===== config.mk =====
export PLATFORM = sky130hd
export DESIGN_NAME = ir_fetch
export DESIGN_NICKNAME = d
export VERILOG_FILES = /design/src/rtl/ir_fetch.sv
export SDC_FILE = /design/constraint.sdc
export NUM_CORES = 1
export LEC_CHECK = 0
export ABC_AREA = 1
export CORE_AREA = 3 3 90 92
export CTS_CLUSTER_DIAMETER = 100
export DETAILED_ROUTE_END_ITERATION = 7
export DIE_AREA = 0 0 93 95
export SYNTH_ARGS = -nofsm -noshare
export SYNTH_HDL_FRONTEND = slang
export SYNTH_SLANG_ARGS = --single-unit

===== constraint.sdc =====
create_clock -name clk -period 1.7 [get_ports clk]
set_clock_uncertainty 0.2 [all_clocks]
set_input_delay 0.34 -clock clk [delete_from_list [all_inputs] [get_ports clk]]
set_output_delay 0.34 -clock clk [all_outputs]
set_load 0.005 [all_outputs]

===== src/rtl/ir_fetch.sv =====
// ir_fetch: instruction fetch sequencer, the writer side of the instruction register.
// On a fetch request it reads the word at IC over the memory bus and presents it to IR.
// It then strobes the IR load and pulses the IC increment.
// In user mode it flags privileged opcodes with IR invalidate plus an illegal-instruction
// interrupt request.
//
// Ports:
//   clk      in   1   clock, rising edge
//   _rst     in   1   asynchronous reset, active low
//   fetch    in   1   fetch request, accepted in IDLE only
//   abort    in   1   synchronous abort, returns to IDLE from any state
//   q        in   1   user mode, sampled in CHECK
//   ic       in  16   instruction counter, captured when the request is accepted
//   mem_ad   out 16   memory address, stable for the whole memory cycle
//   mem_rd   out  1   memory read request (level)
//   mem_ok   in   1   memory answer, data valid in the same cycle
//   mem_d    in  16   memory read data
//   ir_d     out 16   word for the IR data input
//   ir_c     out  1   IR load strobe (pulse)
//   ir_inv   out  1   IR invalidate (pulse)
//   ic_inc   out  1   IC increment request (pulse)
//   illegal  out  1   illegal-instruction interrupt request (pulse)
//   alarm    out  1   memory no-answer alarm (pulse)
//   busy     out  1   high in any state other than IDLE
//   done     out  1   fetch complete (pulse)
//
// state  | meaning
// -------+--------------------------------------------------------------
// IDLE   | waiting for a fetch request
// REQ    | mem_rd high, waiting for mem_ok or for the answer timeout
// LOAD   | word latched in ir_d; ir_c and ic_inc pulse
// CHECK  | done pulses; privileged word in user mode raises ir_inv/illegal
// ALARM  | memory did not answer; alarm pulses
module ir_fetch #(
  parameter int          TIMEOUT   = 16,
  parameter logic [15:0] PRIV_MASK = 16'hfc00,
  parameter logic [15:0] PRIV_VAL  = 16'hec00
) (
  input  logic        clk,
  input  logic        _rst,
  input  logic        fetch,
  input  logic        abort,
  input  logic        q,
  input  logic [15:0] ic,
  output logic [15:0] mem_ad,
  output logic        mem_rd,
  input  logic        mem_ok,
  input  logic [15:0] mem_d,
  output logic [15:0] ir_d,
  output logic        ir_c,
  output logic        ir_inv,
  output logic        ic_inc,
  output logic        illegal,
  output logic        alarm,
  output logic        busy,
  output logic        done
);

  typedef enum logic [2:0] {
    S_IDLE  = 3'd0,
    S_REQ   = 3'd1,
    S_LOAD  = 3'd2,
    S_CHECK = 3'd3,
    S_ALARM = 3'd4
  } state_t;

  // Last REQ cycle before the answer timeout expires.
  localparam logic [7:0] CNT_LAST = 8'(TIMEOUT - 1);

  state_t     state;
  logic [7:0] cnt;
  logic       rd_q;
  logic       load_q;
  logic       done_q;
  logic       priv_q;
  logic       alarm_q;

  // Output flags are registered together with the state they belong to,
  // so each one is high for exactly the cycle spent in that state.
  always_ff @(posedge clk or negedge _rst) begin
    if (!_rst) begin
      state   <= S_IDLE;
      mem_ad  <= 16'h0000;
      ir_d    <= 16'h0000;
      cnt     <= 8'h00;
      rd_q    <= 1'b0;
      load_q  <= 1'b0;
      done_q  <= 1'b0;
      priv_q  <= 1'b0;
      alarm_q <= 1'b0;
    end else begin
      rd_q    <= 1'b0;
      load_q  <= 1'b0;
      done_q  <= 1'b0;
      priv_q  <= 1'b0;
      alarm_q <= 1'b0;
      if (abort) begin
        state <= S_IDLE;
      end else begin
        case (state)
          S_IDLE: begin
            if (fetch) begin
              mem_ad <= ic;
              cnt    <= 8'h00;
              rd_q   <= 1'b1;
              state  <= S_REQ;
            end
          end
          S_REQ: begin
            // An answer in the expiry cycle still counts as a normal load.
            if (mem_ok) begin
              ir_d   <= mem_d;
              load_q <= 1'b1;
              state  <= S_LOAD;
            end else if (cnt == CNT_LAST) begin
              alarm_q <= 1'b1;
              state   <= S_ALARM;
            end else begin
              cnt   <= cnt + 8'd1;
              rd_q  <= 1'b1;
            end
          end
          S_LOAD: begin
            done_q <= 1'b1;
            priv_q <= ((ir_d & PRIV_MASK) == PRIV_VAL);
            state  <= S_CHECK;
          end
          S_CHECK: state <= S_IDLE;
          S_ALARM: state <= S_IDLE;
          default: state <= S_IDLE;
        endcase
      end
    end
  end

  // abort silences everything in the cycle it is asserted, not only from the
  // next state on. User mode is looked at during CHECK itself, so q is
  // combined here rather than at the LOAD->CHECK edge.
  assign mem_rd  = rd_q & ~abort;
  assign ir_c    = load_q & ~abort;
  assign ic_inc  = load_q & ~abort;
  assign done    = done_q & ~abort;
  assign ir_inv  = priv_q & q & ~abort;
  assign illegal = priv_q & q & ~abort;
  assign alarm   = alarm_q & ~abort;
  assign busy    = (state != S_IDLE);

endmodule

==> summary.txt, run 1 <==
Post-Syn Nets - 294
P&R area growth vs syn - 50.7%
Max-Cap Viols - 0
drt pass-1 iters - 4
I/O pin count - 78
final max-slew violation count - 0
Critical Path Source Type - input port
Mapped Cells - 255
GRT overflow - 0
Die W - 93 um
Worst path slowest cell - clkdlybuf4s50_1
core area - 0.00729 mm2
crit-path max cell delay - 0.45 ns
Critical Path Sink Type - output pin
Reg area - 0.00120 mm2
Root Driver - clkbuf_8
via count - 1886
Max Freq - 0.611 GHz
GP Congestion - 0.823
number of diodes - 0
CTS tree - done
VDD IR max - 438 uV
worst hold path depth - 2
gr usage total - 11.8%
Final nets - 388
first-pass GRT wire length - 8510 um
H-tree Lvls - 2
Worst Path Max Fanout - 2
CTS Buf Count - 5
largest net degree at the start of global routing - 49
power per cell area - 1070 mW/mm2
CTS Buffer Depth - 2
pre-CTS setup slack - -0.410 ns
status - completed
DRT antenna net count - 0
PortBufs - 77
die area - 0.00884 mm2
clock sinks - 48
syn_area_per_cell - 8.28 um2
cells along the critical path - clkdlybuf4s50_1, nand2_1, nor2_2, buf_2
Slew @ Worst Pin - 0.280 ns
Critical Path RT - 1.16 ns
CP arrival - 1.10 ns
sequential-to-total area share from yosys stat - 56.9%
Hold WC Path Type - flip-flop to flip-flop
Layout Utilization - 43.6%
clock-pin slew on the worst setup and hold paths - 0.09 ns
final period utilization - 96.3%
Final Hold Viols - 0
later-pin clock latency in the skew report - 0.30 ns
FP Rows - 31
layout cell share with drive strength beyond 1 - 12.6%
worst reg2reg path depth - 8
area of the multi-input gates - 766 um2
Reg2Reg Setup Slack - 0.12 ns
Starting Density - 29.0%
drt via density - 4.20
Crit Path Class - input port to output pin
min Tclk post-route - 1.64 ns
vias in the first global route - 1974
unique cell type count in the Yosys netlist - 23
slew margin rel. - 81.3%
Ys Warns - 0
Mapped Area - 0.00211 mm2
dpl hpwl - 3470 um
Die Height - 95 um
routed length per instance - 11.1 um
setup TNS - 0 ns
# setup viols final - 0
fillers - 789
setup ws final - 0.0621 ns
Yosys reg bits - 48
initial antenna violation count - 0
RSZ-0062 raised after global routing - false
Leak - 1.70 nW
residual DRC count - 0
overall routed net length - 4980 um
DR iter-0 viols - 82
[per-layer routing]
layer,up-vias,part of all wire (%),GRT usage (%)
met5,-,0,0
met4,0,1.1,2.93
met3,7,8.6,3.98
met2,69,46,20.5
met1,851,44,14.1
li1,959,-,-
[stage by stage]
step / cell area (um2) / power [mW] / hold WS (ns) / cells
final: 3180 / 3.41 / 0.284 / 449
after detailed placement: 3040 / 2.88 / 0.153 / 432
after global placement: 3040 / 2.87 / 0.153 / 432
after global routing: 3180 / 3.67 / 0.315 / 449
after CTS: 3140 / 3.46 / 0.293 / 448
after floorplan: 2110 / 2.02 / -0.156 / 255
[worst max-delay path: cells and delay by family]
family / cells / cell delay (ns)
buf+inv: 2 / 0.57
simple gates: 2 / 0.18
[cells by family (layout without fill, tap and decap cells)]
family / after synthesis / in the layout / synth area share (%)
buffers and inverters: 41 / 136 / 8.35
and+or+nand+nor: 142 / 142 / 28.4
adders and majority gates: 1 / 1 / 0.592
xor gates and xnor gates: 2 / 2 / 0.830
AOI/OAI and AO/OA: 21 / 21 / 4.98
DFF: 48 / 48 / 56.9
[sequential cells by signal (all words and copies together) (netlist names)]
signal and count:
done_q 1, load_q 1, mem_ad 16, ir_d 16
rd_q 1, priv_q 1, state 3, cnt 8
alarm_q 1
[what timing repair did]
item	CTS	global route
pin swaps	3	2
endpoints found under the setup margin	48	16
buffers inserted	7	1
gates resized for setup	48	14
hold buffers	1	0
endpoints found under the hold margin	48	0
[layout make-up]
cell class / count / area share [%]
Timing Repair Buffer: 95 / 27.5
Sequential cell: 48 / 37.8
Clock buffer: 7 / 2.40
Tap cell: 99 / 3.89
Inverter: 33 / 4.05
Multi-Input combinational cell: 166 / 24.1
Clock inverter: 1 / 0.275
[placed cells by master (no fill, tap or decap), drive strengths merged, types with 2 or more instances in the layout]
cell / n
buf: 20
clkbuf: 8
clkdlybuf4s50: 35
dfrtp: 48
dlygate4sd2: 35
dlymetal6s2s: 2
inv: 33
nand2: 106
nand3: 6
nand4: 3
nor2: 21
nor3: 3
nor4: 2
o21ai: 20
[report_power, final]
part | switching [mW] | leakage, nW | internal (mW)
Combinational | 0.490 | 1.04 | 0.629
Clock | 0.380 | 0.0424 | 0.295
Sequential | 0.165 | 0.618 | 1.45
[final timing paths]
kind | to | start
max in group asynchronous | cnt[7] | _rst
worst min register to register | ir_d[4] | ir_d[4]
worst max register to register | ir_d[11] | state[1]
min in group asynchronous | ir_d[14] | _rst
worst min-delay path | ir_d[4] | ir_d[4]
worst max-delay path | illegal | q
[Yosys cell counts]
library cell | number | area share [%]
ha_1 | 1 | 0.59
clkbuf_1 | 1 | 0.18
xnor2_1 | 1 | 0.41
nand4_1 | 3 | 0.89
inv_1 | 31 | 5.5
inv_4 | 1 | 0.30
o21ai_0 | 20 | 4.7
nand3b_2 | 1 | 0.53
buf_4 | 2 | 0.71
buf_6 | 1 | 0.53
inv_2 | 1 | 0.18
nor4_1 | 2 | 0.59
dfrtp_1 | 48 | 57
nor3_1 | 3 | 0.71
a21oi_1 | 1 | 0.24
nand2_4 | 1 | 0.53
xor2_1 | 1 | 0.41
nand2_1 | 105 | 19
buf_2 | 4 | 0.95
nor2_1 | 19 | 3.4
nand3_4 | 1 | 0.83
nor2_4 | 2 | 1.1
nand3_1 | 5 | 1.2
(Power assumes the default switching activity.)
==> inputs of run 2 (changes only) <==
Settings changed: DONT_BUFFER_PORTS set to 1, GPL_ROUTABILITY_DRIVEN set to 1.
==> run 2 against run 1 <==
Compared with the run above: global-route usage fell by 0.12 points; via count fell by 10%; cell area fell by 14%; total power fell by 12%; sequential share of layout area rose by 6.1 points; clock-buffer cell count did not move; combinational power fell by 51%; die area did not move; wire length fell by 3.6%; clock power rose by 5.8%; largest power group unchanged; highest routed layer unchanged.
==> summary.txt, run 2 (synthesis gave the netlist of run 1 again) <==
fillers - 770 (-2.4%)
I/O pin count - 78 (unchanged)
DRT antenna net count - 0 (unchanged)
core area - 0.00729 mm2 (unchanged)
power per cell area - 1090 mW/mm2 (+1.9%)
setup ws final - 0.116 ns (+0.0540 ns)
commonest non-fill, non-tap cell in the layout - nand2_1
first-pass GRT wire length - 8120 um (-4.6%)
VDD IR max - 470 uV (+7.1%)
gr usage total - 11.7% (-0.12 points)
Hold WC Path Type - input port to flip-flop
most frequent cells in the layout - nand2_1, dfrtp_1, dlygate4sd3_1
metal3 WL - 334 um (-22%)
Leak - 1.38 nW (-19%)
Fin Hold WS - 0.0546 ns (-0.230 ns)
Largest regs - ir_d (16), mem_ad (16), cnt (8)
largest net degree at the start of global routing - 49 (unchanged)
layout cell share with drive strength beyond 1 - 8.70% (-3.9 points)
top routing layer in use - met4
residual DRC count - 0 (unchanged)
die area - 0.00884 mm2 (unchanged)
Reg2Reg Setup Slack - 0.12 ns (about the same)
CTS Buffer Depth - 2 (unchanged)
crit-path max cell delay - 0.41 ns (-0.04 ns)
P&R area growth vs syn - 29.6%
DR iter-0 viols - 59 (-28%)
Max-Cap Viols - 0 (unchanged)
final max-slew violation count - 0 (unchanged)
pre-CTS setup slack - 0.131 ns (+0.541 ns)
Starting Density - 29.0% (unchanged)
via count - 1690 (-10%)
min Tclk post-route - 1.58 ns (-0.0540 ns)
Root Driver - clkbuf_8
number of diodes - 0 (unchanged)
most frequent CP cell - nand2_1
DP Cell Count - 351 (-19%)
CP arrival - 1.62 ns (+0.52 ns)
PortBufs - 0 (-100%)
status - completed
Layout Cells excl Fill - 398 (-11%)
Critical Path RT - 1.73 ns (+0.57 ns)
vias in the first global route - 1819 (-7.9%)
final period utilization - 93.2% (-3.2 points)
R2R Path End - cnt[3]
worst hold path depth - 3 (+1)
Critical Path Source Type - flip-flop
Critical Path Sink Type - flip-flop
drt via density - 4.25 (+1.1%)
Crit Path Class - flip-flop to flip-flop
clock-pin slew on the worst setup and hold paths - 0.09 ns (about the same)
H-tree Lvls - 2 (unchanged)
Die Height - 95 um (unchanged)
overall routed net length - 4800 um (-3.6%)
later-pin clock latency in the skew report - 0.29 ns (about the same)
Design Power - 2.98 mW (-12%)
wl on met1 - 2130 um (-3.5%)
Slew @ Worst Pin - 0.282 ns (+0.00294 ns)
HP Start - abort
Buf+Inv Stages, Crit Path - 0 (-2)
initial antenna violation count - 0 (unchanged)
Final nets - 337 (-13%)
r2r startpoint - cnt[0]
met2 routed WL - 2280 um (-0.57%)
Final Hold Viols - 0 (unchanged)
cells along the critical path - ha_2, nand3_1, nor2_2, nand2_2, nand2_1, nor2_4, nand2_1, nand2_1
routed length per instance - 12.1 um (+8.8%)
CTS tree - done
RSZ-0062 raised after global routing - true
GP Congestion - 0.752 (-8.6%)
Worst Path Max Fanout - 7 (+5)
FP Rows - 31 (unchanged)
# setup viols final - 0 (unchanged)
Max Freq - 0.631 GHz (+3.4%)
CP delay by family, top - simple AND/OR/NAND/NOR gates
Worst path slowest cell - dfrtp_1
WP depth - 8 (+4)
clock sinks - 48 (unchanged)
Layout Utilization - 37.5% (-6.1 points)
CTS Buf Count - 5 (unchanged)
slew margin rel. - 81.2% (-0.14 points)
dpl hpwl - 3130 um (-10%)
Die W - 93 um (unchanged)
drt pass-1 iters - 4 (unchanged)
worst reg2reg path depth - 8 (unchanged)
GRT overflow - 0 (unchanged)
Hold Path End - state[0]
[run 2: worst max path at each step]
stage | from | to | slack, ns
floorplan | abort | cnt[4] | 0.23
global placement | state[2] | ir_d[12] | 0.16
detailed placement | cnt[0] | cnt[3] | 0.13
finish | cnt[0] | cnt[3] | 0.12
CTS | cnt[0] | cnt[3] | 0.11
global route | state[2] | ir_d[5] | -0.0001
[run 2: where the power goes]
group	internal (mW)	switching (mW)	total [mW]
clock network	0.331	0.382	0.714
logic	0.250	0.300	0.550
registers	1.45	0.271	1.72
[run 2: worst register-to-register path: cells and delay by family (launching register included)]
kind / cells / cell delay (ns)
AND/OR/NAND/NOR: 7 / 0.70
adder cells (fa/ha/maj): 1 / 0.22
flip-flops: 1 / 0.41
[run 2: what timing repair did]
item	CTS	global route
setup endpoints to repair	0	10
gates resized for setup	0	5
hold buffers	36	0
endpoints found under the hold margin	82	0
setup buffers	0	3
[run 2: per-stage QoR]
step                area, um2  setup TNS, ns
detailed placement       2220              0
finish                   2740              0
CTS                      2700              0
global placement         2220              0
floorplan                2110              0
global route             2740      -0.000140
[run 2: layer usage]
metal / vias to the layer above / global-route usage (%)
li1: 855 / -
met1: 770 / 13.9
met2: 60 / 19.9
met3: 5 / 3.82
met4: 0 / 4.15
met5: - / 0
[run 2: final cells by class]
type	count	area (um2)	share of cell area [%]
clock buffer	7	86.3	3.16
timing repair buffer	44	438	16.0
tap	99	124	4.53
sequential	48	1200	43.9
clock inverter	1	7.51	0.274
multi-input combinational	166	751	27.4
inverter	33	129	4.71
==> RTL edit 1 (flow settings as in run 1) <==
The 5 states of `state_t` get a one-hot encoding in 5 bits.
--- a/src/rtl/ir_fetch.sv
+++ b/src/rtl/ir_fetch.sv
@@ -57,10 +57,10 @@
 );
 
-  typedef enum logic [2:0] {
-    S_IDLE  = 3'd0,
-    S_REQ   = 3'd1,
-    S_LOAD  = 3'd2,
-    S_CHECK = 3'd3,
-    S_ALARM = 3'd4
+  typedef enum logic [4:0] {
+    S_IDLE  = 5'b00001,
+    S_REQ   = 5'b00010,
+    S_LOAD  = 5'b00100,
+    S_CHECK = 5'b01000,
+    S_ALARM = 5'b10000
   } state_t;
 
Formal check against the unedited RTL: same outputs for any inputs over 10 cycles, from zero or initial values and one cycle with _rst low; not proved beyond that.
==> RTL edit 1 against run 1 <==
Worst setup slack gained 0.016 ns. Synthesized area is 6.9% higher. Cell area rose by 7.7%. Register-to-register slack worse by 0.02 ns. Clock power increased by 8.3%. Non-clock buffer count rose by 11. Routed wire length is 8.6% higher. Total power shrank 11%. Sequential cell count increased by 2. Count of clock-buffer cells in the layout stayed put.
==> RTL edit 1: results (changes against run 1) <==
Yosys
The post-synth net total is 308 (was 294). Synth top cells by count: nand2_1, dfrtp_1, nor2_1 (was nand2_1, dfrtp_1, inv_1). The fraction of the mapped netlist area in compound gates is 0.01440 (was 0.04976).

The fraction of the yosys area taken by sequential cells is 0.5546 (was 0.5687). The number of distinct library cell variants in the gate-level netlist after synthesis was 25 (was 23). Synth top area cells: dfrtp_1, nand2_1, nor2_1, inv_1, nand2_2 (was dfrtp_1, nand2_1, inv_1, o21ai_0, nor2_1).

The area share of fa/ha/maj cells after synthesis is 0.005540 (was 0.005924).

Detailed routing
The total wire length after detailed routing is 5.406 mm (was 4.980 mm). The met2 wire length came to 2.569 mm (was 2.295 mm). The met1 wire length is 2.444 mm (was 2.204 mm).

Global routing
The met1 usage is 0.1645 (was 0.1407). The global-route track usage on met3 was 0.03267 (was 0.03984). The wire length of the first global-routing pass is 9.315 mm (was 8.514 mm). The largest net degree at the start of global routing came to 19 (was 49).

Pwr
The switching power of the nets came to 0.8392 mW (was 1.035 mW).

Outcome
Run status: complete, no violations (unchanged).

Clock network
The number of gates given a new drive strength after cts is 49 (was 48). The number of buffers inserted to repair setup after CTS is 6 (was 7).

Worst setup path
The delay of the slowest critical-path stage came to 0.25 ns (was 0.45 ns). The setup slack of the worst register-to-register path is 0.10 ns (was 0.12 ns). The startpoint of the worst register-to-register path is state[3]$_DFFE_PN0P_ (was state[1]$_DFFE_PN0P_). The first element of the critical path was abort (was q). The library cell contributing the largest single delay on the critical path is dlygate4sd2_1 (was clkdlybuf4s50_1).

The capture point of the worst path is mem_rd (was illegal).

Layout
The filler-free cell count of the finished design came to 474 (was 449). The net total in the final layout was 413 (was 388).

Placement
The routability-driven placement congestion ratio is 0.8302 (was 0.8225). The placed instance count is 455 (was 432). The worst slack at placement came to -0.5078 ns (was -0.4097 ns).

STA
The worst hold margin is 0.2794 ns (was 0.2845 ns).
==> RTL edit 1: cell count changes after synthesis, moves of 6 or more <==
cell	run 1	this run
nand2_2	0	10
o21ai_0	20	2
nand3_1	5	12
nor2_1	19	25
inv_1	31	18
nand2_1	105	120
==> RTL edit 1: stage by stage <==
| stage | instance area, sq um | setup TNS, ns |
|---|---|---|
| 3_5_place_dp | 3258 | -14.05 |
| 6_report | 3426 | 0 |
| 4_1_cts | 3372 | -0.0004371 |
| 2_1_floorplan | 2258 | 0 |
| 3_3_place_gp | 3258 | -14.21 |
| 5_1_grt | 3426 | -0.001289 |
==> RTL edit 1: layout make-up <==
type	instances	area [sq um]
clock buffer	7	86.33
clock inverter	1	8.758
fill	733	3866
inverter	22	88.84
multi-input combinational	189	885.9
sequential	50	1252
tap	99	123.9
timing repair buffer	106	979.7
==> RTL edit 1: critical path, delay by kind of cell <==
| family | cells | cell delay, ns |
|---|---|---|
| buf+inv | 3 | 0.64 |
| simple gates | 1 | 0.10 |
==> RTL edit 2 (config.mk and constraints of run 1) <==
Made on the original files. The parameter `PRIV_VAL` goes from 16'hec00 to 16'hb100.
--- a/src/rtl/ir_fetch.sv
+++ b/src/rtl/ir_fetch.sv
@@ -35,5 +35,5 @@
   parameter int          TIMEOUT   = 16,
   parameter logic [15:0] PRIV_MASK = 16'hfc00,
-  parameter logic [15:0] PRIV_VAL  = 16'hec00
+  parameter logic [15:0] PRIV_VAL  = 16'hb100
 ) (
   input  logic        clk,
Check against the original RTL: not equivalent (Yosys sat finds a counterexample within 4 cycles, from zero or initial values and one cycle with _rst low).
==> RTL edit 2 against run 1 <==
Worst setup slack better by 0.037 ns. Die area unchanged. Total power fell by 7.7%. Synthesized area rose by 0.95%. Sequential cell count fell by 1. Cell area is 0.59% lower. Highest routed layer unchanged. Critical endpoint is now mem_ad[11]$_DFFE_PN0P_. Register-to-register slack got worse by 0.02 ns. Critical path type is now in -> reg. Routed wire length fell by 7.7%. Largest cell class unchanged.
==> RTL edit 2: results (changes against run 1) <==
Yosys
The share of flip-flops with an asynchronous set or reset after synthesis is 1.000 (unchanged). The number of distinct library cell variants in the gate-level netlist after synthesis is 28 (was 23). The most used flip-flop cell after synthesis is dfrtp_1 (unchanged). Synth top area cells: dfrtp_1, nand2_1, mux2_4, mux2_2, nor2_1 (was dfrtp_1, nand2_1, inv_1, o21ai_0, nor2_1). Synth top cells by count: nand2_1, dfrtp_1, nor2_1 (was nand2_1, dfrtp_1, inv_1). The fraction of the yosys area taken by sequential cells is 0.5516 (was 0.5687).

Global routing
The number of antenna violations at the first check in global routing was 0 (unchanged). The number of global-route vias before repair was 1755 (was 1974). The wire length of the first global-routing pass was 8.059 mm (was 8.514 mm). The aggregate global-route resource usage was 0.1156 (was 0.1180).

The largest net degree at the start of global routing is 36 (was 49).

Placement
The count of buffers inserted at the top-level ports was 74 (was 77). The worst slack at placement came to -0.4709 ns (was -0.4097 ns). The half-perimeter wire length after placement is 3.454 mm (was 3.474 mm).

The routability-driven placement congestion ratio is 0.7626 (was 0.8225).

Outcome
Run status: complete, no violations (unchanged).

Layout
The fill cell total of the finished layout was 739 (was 789). The share of layout cells above drive strength 1 is 0.2045 (was 0.1257). The net total in the final layout was 346 (was 388).

Hold path
The class of the tightest hold or removal check is in -> async (was reg -> reg).

Worst setup path
The maximum fanout along the worst path is 10 (was 2). The arrival time reported for the critical path endpoint is 1.59 ns (was 1.10 ns). The delay of the slowest critical-path stage is 0.50 ns (was 0.45 ns).

Pwr
The peak supply drop is 0.3821 mV (was 0.4383 mV). The fraction of power spent switching nets is 0.2747 (was 0.3040). The leakage power came to 1.638 nW (was 1.700 nW).

Detailed routing
The first-pass detailed-route iteration total is 4 (unchanged). The average wire per cell in the routed design came to 11.30 um (was 11.09 um). The vias after detailed routing was 1678 (was 1886). The count of routing violations after the opening detailed-route iteration was 48 (was 82).
## RTL edit 2: worst paths after layout
path	start	to	slack, ns	cells after the start
setup / recovery	fetch	mem_ad[11]$_DFFE_PN0P_	0.1	6
hold / removal	_rst	mem_ad[4]$_DFFE_PN0P_	0.27	2
setup reg to reg	state[1]$_DFFE_PN0P_	state[0]$_DFFE_PN0P_	0.1	8
hold reg to reg	ir_d[9]$_DFFE_PN0P_	ir_d[9]$_DFFE_PN0P_	0.27	2
max in group asynchronous	_rst	cnt[3]$_DFFE_PN0P_	0.56	3
min in group clk	ir_d[9]$_DFFE_PN0P_	ir_d[9]$_DFFE_PN0P_	0.27	2
## RTL edit 2: power by group through the flow
| stage | logic (mW) | registers (mW) | clock network, mW |
|---|---|---|---|
| finish | 0.941 | 1.50 | 0.704 |
| detailed placement | 1.11 | 1.52 | 0 |
| global placement | 1.09 | 1.53 | 0 |
| floorplan | 0.375 | 1.54 | 0 |
| CTS | 0.967 | 1.50 | 0.738 |
| global route | 1.05 | 1.54 | 0.775 |
## RTL edit 2: routing by layer
layer	up-vias	GRT usage	wire (um)
met5	-	0	0
met4	0	0.04151	64
met3	7	0.03506	271
met2	46	0.1896	2147
met1	774	0.1446	2116
li1	851	-	-
## RTL edit 2: logic make-up after synthesis
kind of cell	count (synthesis)	share of synthesized area
simple gates	124	0.2694
flops	47	0.5516
buf+inv	22	0.05634
mux	16	0.1021
compound gates	2	0.004695
xor+xnor	2	0.008217
fa+ha+maj	1	0.005868
other cells	1	0.001759
## RTL edit 2: critical path: cells and delay by family
kind,cells,cell delay [ns]
buf+inv,3,0.73
simple gates,2,0.22
mux,1,0.29
## RTL edit 2: timing repair
action / 4_1_cts / 5_1_grt
pin swaps: 2 / 0
hold endpoints to repair: 12 / 0
buffers inserted: 4 / 1
gates resized for setup: 42 / 5
hold buffers: 1 / 0
setup endpoints to repair: 53 / 11
## RTL edit 2: through the flow
stage	TNS, ns	utilization	instance area [sq um]	power [mW]	cells
after global placement	-14.14	0.4188	3054	2.622	393
after CTS	0	0.4317	3148	3.209	406
after floorplan	0	-	2136	1.916	216
after detailed placement	-14.64	0.4188	3054	2.630	393
final	0	0.4338	3163	3.144	407
after global routing	-0.03699	0.4338	3163	3.360	407
## RTL edit 2: final cells by class
class                   instances  area share
flip-flops and latches         47      0.3718
repair buffers                 91      0.2710
multi-input cells             147      0.2694
well taps                      99     0.03916
clock buffers                   7     0.02729
inverters                      15     0.01859
clock inverters                 1    0.002769
